===== src/rtl/seg_pkg.sv =====
// Shared types and the hex-to-segment table for the seven-segment display driver.
package seg_pkg;

    // Active-low cathode vector, bit0 = a ... bit6 = g
    typedef logic [6:0] seg_t;

    // All segments dark
    localparam seg_t SEG_OFF = 7'h7F;

    // Active-low hex glyphs, written g..a
    function automatic seg_t hex_to_seg(input logic [3:0] nibble);
        seg_t pattern;
        case (nibble)
            4'h0:    pattern = 7'b1000000;
            4'h1:    pattern = 7'b1111001;
            4'h2:    pattern = 7'b0100100;
            4'h3:    pattern = 7'b0110000;
            4'h4:    pattern = 7'b0011001;
            4'h5:    pattern = 7'b0010010;
            4'h6:    pattern = 7'b0000010;
            4'h7:    pattern = 7'b1111000;
            4'h8:    pattern = 7'b0000000;
            4'h9:    pattern = 7'b0010000;
            4'hA:    pattern = 7'b0001000;
            4'hB:    pattern = 7'b0000011;
            4'hC:    pattern = 7'b1000110;
            4'hD:    pattern = 7'b0100001;
            4'hE:    pattern = 7'b0000110;
            default: pattern = 7'b0001110;
        endcase
        return pattern;
    endfunction

endpackage


===== src/rtl/seg7_decode.sv =====
// Combinational nibble to active-low segment mapper.
module seg7_decode
    import seg_pkg::*;
(
    input  logic [3:0] nibble,
    output seg_t       seg
);

    assign seg = hex_to_seg(nibble);

endmodule


===== src/rtl/seg_display_scanner.sv =====
// Time-multiplexed seven-segment scanner with per-digit blank/blink/dp,
// global PWM brightness and a once-per-frame shadow copy of all inputs.
module seg_display_scanner
    import seg_pkg::*;
#(
    parameter int NUM_DIGITS = 4,
    parameter int SCAN_DIV   = 25000,
    parameter int BLINK_DIV  = 50_000_000,
    parameter int PWM_BITS   = 3
) (
    input  logic                    clk,
    input  logic                    rst_n,
    input  logic [4*NUM_DIGITS-1:0] digits,
    input  logic [NUM_DIGITS-1:0]   dp,
    input  logic [NUM_DIGITS-1:0]   blank_mask,
    input  logic [NUM_DIGITS-1:0]   blink_mask,
    input  logic [PWM_BITS-1:0]     brightness,
    output seg_t                    seg,
    output logic                    dp_n,
    output logic [NUM_DIGITS-1:0]   an
);

    localparam int IDX_W   = (NUM_DIGITS > 1) ? $clog2(NUM_DIGITS) : 1;
    localparam int SCAN_W  = $clog2(SCAN_DIV);
    localparam int BLINK_W = (BLINK_DIV > 1) ? $clog2(BLINK_DIV) : 1;

    localparam logic [SCAN_W-1:0]  SCAN_LAST  = SCAN_W'(SCAN_DIV - 1);
    localparam logic [IDX_W-1:0]   IDX_LAST   = IDX_W'(NUM_DIGITS - 1);
    localparam logic [BLINK_W-1:0] BLINK_LAST = BLINK_W'(BLINK_DIV - 1);

    logic [SCAN_W-1:0]       scnt;
    logic [IDX_W-1:0]        idx;
    logic [BLINK_W-1:0]      blink_cnt;
    logic                    phase;
    logic [PWM_BITS-1:0]     pwm_cnt;

    logic [4*NUM_DIGITS-1:0] digits_s;
    logic [NUM_DIGITS-1:0]   dp_s;
    logic [NUM_DIGITS-1:0]   blank_mask_s;
    logic [NUM_DIGITS-1:0]   blink_mask_s;
    logic [PWM_BITS-1:0]     brightness_s;

    logic                    tick;
    logic                    frame_start;
    logic [3:0]              cur_nibble;
    logic                    cur_dp;
    logic                    cur_blank;
    logic                    cur_blink;
    logic                    vis;
    seg_t                    cur_seg;
    logic [NUM_DIGITS-1:0]   an_next;

    assign tick        = (scnt == SCAN_LAST);
    assign frame_start = tick && (idx == IDX_LAST);

    // Slot timer and digit index; idx starts on the last digit so the first tick is a frame start
    always_ff @(posedge clk or negedge rst_n) begin
        if (!rst_n) begin
            scnt <= '0;
            idx  <= IDX_LAST;
        end else if (tick) begin
            scnt <= '0;
            idx  <= (idx == IDX_LAST) ? '0 : idx + 1'b1;
        end else begin
            scnt <= scnt + 1'b1;
        end
    end

    // Blink half-period timer; the phase bit flips each time it wraps
    always_ff @(posedge clk or negedge rst_n) begin
        if (!rst_n) begin
            blink_cnt <= '0;
            phase     <= 1'b0;
        end else if (blink_cnt == BLINK_LAST) begin
            blink_cnt <= '0;
            phase     <= ~phase;
        end else begin
            blink_cnt <= blink_cnt + 1'b1;
        end
    end

    // Free-running PWM ramp, compared against the captured brightness
    always_ff @(posedge clk or negedge rst_n) begin
        if (!rst_n) begin
            pwm_cnt <= '0;
        end else begin
            pwm_cnt <= pwm_cnt + 1'b1;
        end
    end

    // Shadow copy of every display input, refreshed only at frame start so a frame never tears
    always_ff @(posedge clk or negedge rst_n) begin
        if (!rst_n) begin
            digits_s     <= '0;
            dp_s         <= '0;
            blank_mask_s <= '1;
            blink_mask_s <= '0;
            brightness_s <= '0;
        end else if (frame_start) begin
            digits_s     <= digits;
            dp_s         <= dp;
            blank_mask_s <= blank_mask;
            blink_mask_s <= blink_mask;
            brightness_s <= brightness;
        end
    end

    // Pick out the active digit's shadow fields and decide whether it is lit this cycle
    always_comb begin
        cur_nibble = '0;
        cur_dp     = 1'b0;
        cur_blank  = 1'b1;
        cur_blink  = 1'b0;
        for (int i = 0; i < NUM_DIGITS; i++) begin
            if (idx == IDX_W'(i)) begin
                cur_nibble = digits_s[4*i +: 4];
                cur_dp     = dp_s[i];
                cur_blank  = blank_mask_s[i];
                cur_blink  = blink_mask_s[i];
            end
        end
        vis = !cur_blank && !(cur_blink && phase) && (pwm_cnt <= brightness_s);
        an_next = '1;
        for (int i = 0; i < NUM_DIGITS; i++) begin
            if (vis && (idx == IDX_W'(i))) begin
                an_next[i] = 1'b0;
            end
        end
    end

    seg7_decode u_decode (
        .nibble (cur_nibble),
        .seg    (cur_seg)
    );

    // Registered pin drivers so the board sees glitch-free anodes and cathodes
    always_ff @(posedge clk or negedge rst_n) begin
        if (!rst_n) begin
            an   <= '1;
            seg  <= SEG_OFF;
            dp_n <= 1'b1;
        end else begin
            an   <= an_next;
            seg  <= vis ? cur_seg : SEG_OFF;
            dp_n <= vis ? ~cur_dp : 1'b1;
        end
    end

endmodule


===== config.mk =====
export PLATFORM = sky130hd
export DESIGN_NAME = seg_display_scanner
export DESIGN_NICKNAME = d
export VERILOG_FILES = /design/src/rtl/seg_pkg.sv /design/src/rtl/seg7_decode.sv /design/src/rtl/seg_display_scanner.sv
export SDC_FILE = /design/constraint.sdc
export NUM_CORES = 1
export LEC_CHECK = 0
export BUFFER_PORTS_ARGS = -buffer_cell sky130_fd_sc_hd__clkbuf_2
export CAP_MARGIN = 25
export CELL_PAD_IN_SITES_DETAIL_PLACEMENT = 1
export CELL_PAD_IN_SITES_GLOBAL_PLACEMENT = 2
export CORE_AREA = 3 3 76 150
export DETAILED_ROUTE_END_ITERATION = 10
export DIE_AREA = 0 0 79 153
export PLACE_DENSITY_LB_ADDON = 0.1
export RECOVER_POWER = 50
export SYNTH_ARGS = -nofsm -noshare
export SYNTH_HDL_FRONTEND = slang
export SYNTH_SLANG_ARGS = --single-unit

===== constraint.sdc =====
create_clock -name clk -period 3.77 [get_ports clk]
set_input_delay 0 -clock clk [delete_from_list [all_inputs] [get_ports clk]]
set_output_delay 0 -clock clk [all_outputs]
set_load 0.05 [all_outputs]

==> out/results.txt <==
In the final routed layout, each cell accounts on average for 17.4 um. 0 antenna diodes ended up in the layout. The overall track demand over capacity in global routing was 18.9%; the count of endpoints failing hold in the final timing report was 0. The run gives 0 ps as the total negative slack.

TritonCTS built the clock tree. Maximum fanout along the worst path: 63. Together, buffers and inverters on the worst path number 3.

Global routing finished with a remaining overflow of 0. For this run, the share of the core covered by cells in the final layout is 51.4%. Yosys mapped the design onto 45 distinct sky130hd cell types. The tools report the I/O pin total as 45. The post-synth net total is 432, and the layout-stage area growth over the synthesis result is 21.8%. The minimum clock period came out at 2740 ps. The synthesized flop and latch total works out to 90. The die is 153 um tall. For the number of instances resized during post-cts repair, the log shows 0.

The critical path is of the in2async type. The launch point of the critical path is rst_n. The total power density per cell area came out at 400 nW/um^2.

The run gives 1130 ps as the internal reg-to-reg setup slack. The Yosys step of the flow raised 0 warnings. Setup violations remaining at the end of the flow were counted as 0. In this run the tightest slew margin relative to its limit is -5.23%.

Clock root buffer: sky130_fd_sc_hd__clkbuf_16. The tools report the number of buffers on the longest clock path as 2. The highest-delay cell along the critical path is sky130_fd_sc_hd__clkbuf_1. The core region is 10500 um^2.

The max-cap violation count came out at 2. The checks that failed: max-capacitance violations, max-slew violations. The H-tree was split into 3 levels. The initial utilization of the core area, before any placement, comes to 42.2%. The routed design has 10500 um of wire. The detailed-route via count was 3115; the maximum VDD drop was 229 uV. Clock slew at the register clock pins of the worst setup and hold paths: 60 ps. The most common cell after layout, fill and taps aside was sky130_fd_sc_hd__dfrtp_1.

The die covers 12100 um^2. The logs give 340 ps for the clock insertion delay at the later pin of the skew report and 0.762 for the final weighted congestion in routability-driven placement. The cell count after synthesis came out at 383. The worst min-delay path class was in2reg.

Counting instances, the worst hold path has a depth of 3. The tools report the largest net degree at the start of global routing as 64. In this run the critical register-to-register path is captured at seg[5]. Once detail routing completed, the nets flagged for antenna violations numbered 0. The worst register-to-register path has a depth of 9. In the final layout, the share of cells above drive strength 1 is 23.0%. The worst setup path is launched from an input port. For the pin with the worst max-slew slack, the measured transition is 1580 ps. The critical path's largest stage delay was 1220 ps.

The logs give 9 for the clock buffer count from CTS and 93 for the final count of pins violating max slew. In the synthesized netlist the async set-or-reset flop fraction comes to 100%. The startpoint identified for the worst register-to-register timing path is idx[1].

The run finished, with violations left. Data arrives at the worst endpoint at 2910 ps. In this run the number of cells on the critical path is 3. Static timing analysis puts the maximum clock frequency at 365 MHz. The number of design-rule violations left by the first detailed-router iteration is 90, and the number of cell rows is 53. The number of I/O port buffers came out at 44.

The number of global-route vias before repair is 3450. Setup repair after global routing left no endpoint under its margin. The share of the Yosys chip area taken by registers is 51.4%.

After the last flow step, the layout net total stands at 510. The capture point of the worst path is blink_cnt[18]. The per-instance average area after synthesis works out to 11.6 um^2. The cell family contributing the most delay on the critical path is buffers and inverters. In the layout the commonest cells are 72 x sky130_fd_sc_hd__dfrtp_1, 33 x sky130_fd_sc_hd__nand2_1, 32 x sky130_fd_sc_hd__dlygate4sd3_1, 32 x sky130_fd_sc_hd__clkbuf_2. For the required time of the critical path, the log shows 3940 ps.

Walking the worst path, the cells encountered are dlygate4sd3_1, clkbuf_2, clkbuf_1. The worst setup path is captured at an asynchronous set/reset pin. For the cell leakage power, the log shows 0.00247 uW. The number of sinks on the clock net came out at 90. The number of setup buffers added after CTS is 0.

For this run, design rule violations remaining after detail routing come to 0. The count of flip-flops with a built-in enable after synthesis works out to 0. After detailed routing, the number of vias per cell comes to 5.17.

The number of detailed-route iterations in the first pass was 4; the initial antenna violation count was 0. In the finished design, the share of the clock period the worst path needs comes to 72.6%. The die span in x came out at 79 um. Netlist area before placement: 4430 um^2. Placed wire-length estimate after detailed placement: 7640 um.

The first global-routing pass estimated 17700 um of wire. Among all flip-flop cells after synthesis, the most frequent one is sky130_fd_sc_hd__dfrtp_1. The tools report the setup skew after layout as 6.12 ps.
==> cell usage after synthesis (all sizes together), types with 6 or more instances <==
cell type | instances | area share (%)
nor2 | 30 | 2.5
inv | 13 | 1.1
nor4 | 6 | 1.5
mux2 | 34 | 11
nand3 | 30 | 3.4
ha | 16 | 4.5
a21oi | 10 | 1.1
nand2 | 34 | 2.9
dfstp | 18 | 11
buf | 9 | 1.6
o21ai | 8 | 0.90
xnor2 | 12 | 2.4
xor2 | 23 | 4.6
dfrtp | 72 | 41
and3 | 6 | 0.85
==> state kept, by name (all words and copies together) (netlist names) <==
name / cells
an: 4
blank_mask_s: 4
blink_cnt: 26
blink_mask_s: 4
brightness_s: 3
digits_s: 16
dp_n: 1
dp_s: 4
idx: 2
phase: 1
pwm_cnt: 3
scnt: 15
seg: 7
==> tightest hold or removal path, cell delays in order <==
cell                            delay, ps
sky130_fd_sc_hd__dlygate4sd3_1        520
sky130_fd_sc_hd__clkbuf_2              90
sky130_fd_sc_hd__mux2_4               120
==> power breakdown <==
part | switching (uW) | internal, uW | leakage [uW]
combinational | 88.6 | 75.4 | 0.00123
clock | 380 | 600 | 0.000149
sequential | 15.1 | 998 | 0.00110
total | 484 | 1670 | 0.00247
==> worst min-delay path by stage <==
stage | startpoint | to | slack (ps)
floorplan | rst_n | blink_cnt[0] | -300
global placement | rst_n | digits_s[9] | 130
detailed placement | rst_n | digits_s[5] | 150
CTS | rst_n | digits_s[12] | 320
global route | brightness[1] | brightness_s[1] | 420
finish | blank_mask[1] | blank_mask_s[1] | 420
==> per-stage QoR <==
stage	total power, uW	worst slack, ps	hold slack [ps]	cell area [um^2]	cells
after floorplan	1110	1380	-296	4430	383
after global placement	1170	1200	130	4770	555
after detailed placement	1170	1130	145	4770	555
after CTS	2190	1110	324	5410	603
after global routing	2240	489	424	5390	603
final	2160	1030	420	5390	603
==> what timing repair did <==
action / CTS / global route
setup endpoints to repair: 0 / 0
endpoints found under the hold margin: 75 / 0
hold buffers: 32 / 0
==> cell type report <==
type / instances / area (um^2)
Timing Repair Buffer: 81 / 559
Inverter: 13 / 48.8
Multi-Input combinational cell: 266 / 2010
Clock buffer: 12 / 246
Tap cell: 137 / 171
Sequential cell: 90 / 2270
Clock inverter: 4 / 75.1
Fill cell: 1151 / 5090
==> per-layer routing <==
metal / up-vias / GRT usage [%] / wire length (um)
met3: 14 / 3.18 / 229
met1: 1578 / 20.5 / 3940
met5: - / 0 / 0
met4: 0 / 6.56 / 201
li1: 1484 / - / -
met2: 39 / 35.8 / 6140
==> kinds of logic (layout without fill, tap and decap cells) <==
logic type      count (synthesis)  after routing  share of synthesized area [%]
mux                            36             36                           11.6
flops                          90             90                           51.4
compound gates                 35             35                           4.95
xor+xnor                       35             35                           6.92
fa+ha+maj                      16             16                           4.52
buf+inv                        27            110                           3.11
simple gates                  144            144                           17.5
No activity file was read; power rests on OpenSTA's default activity.
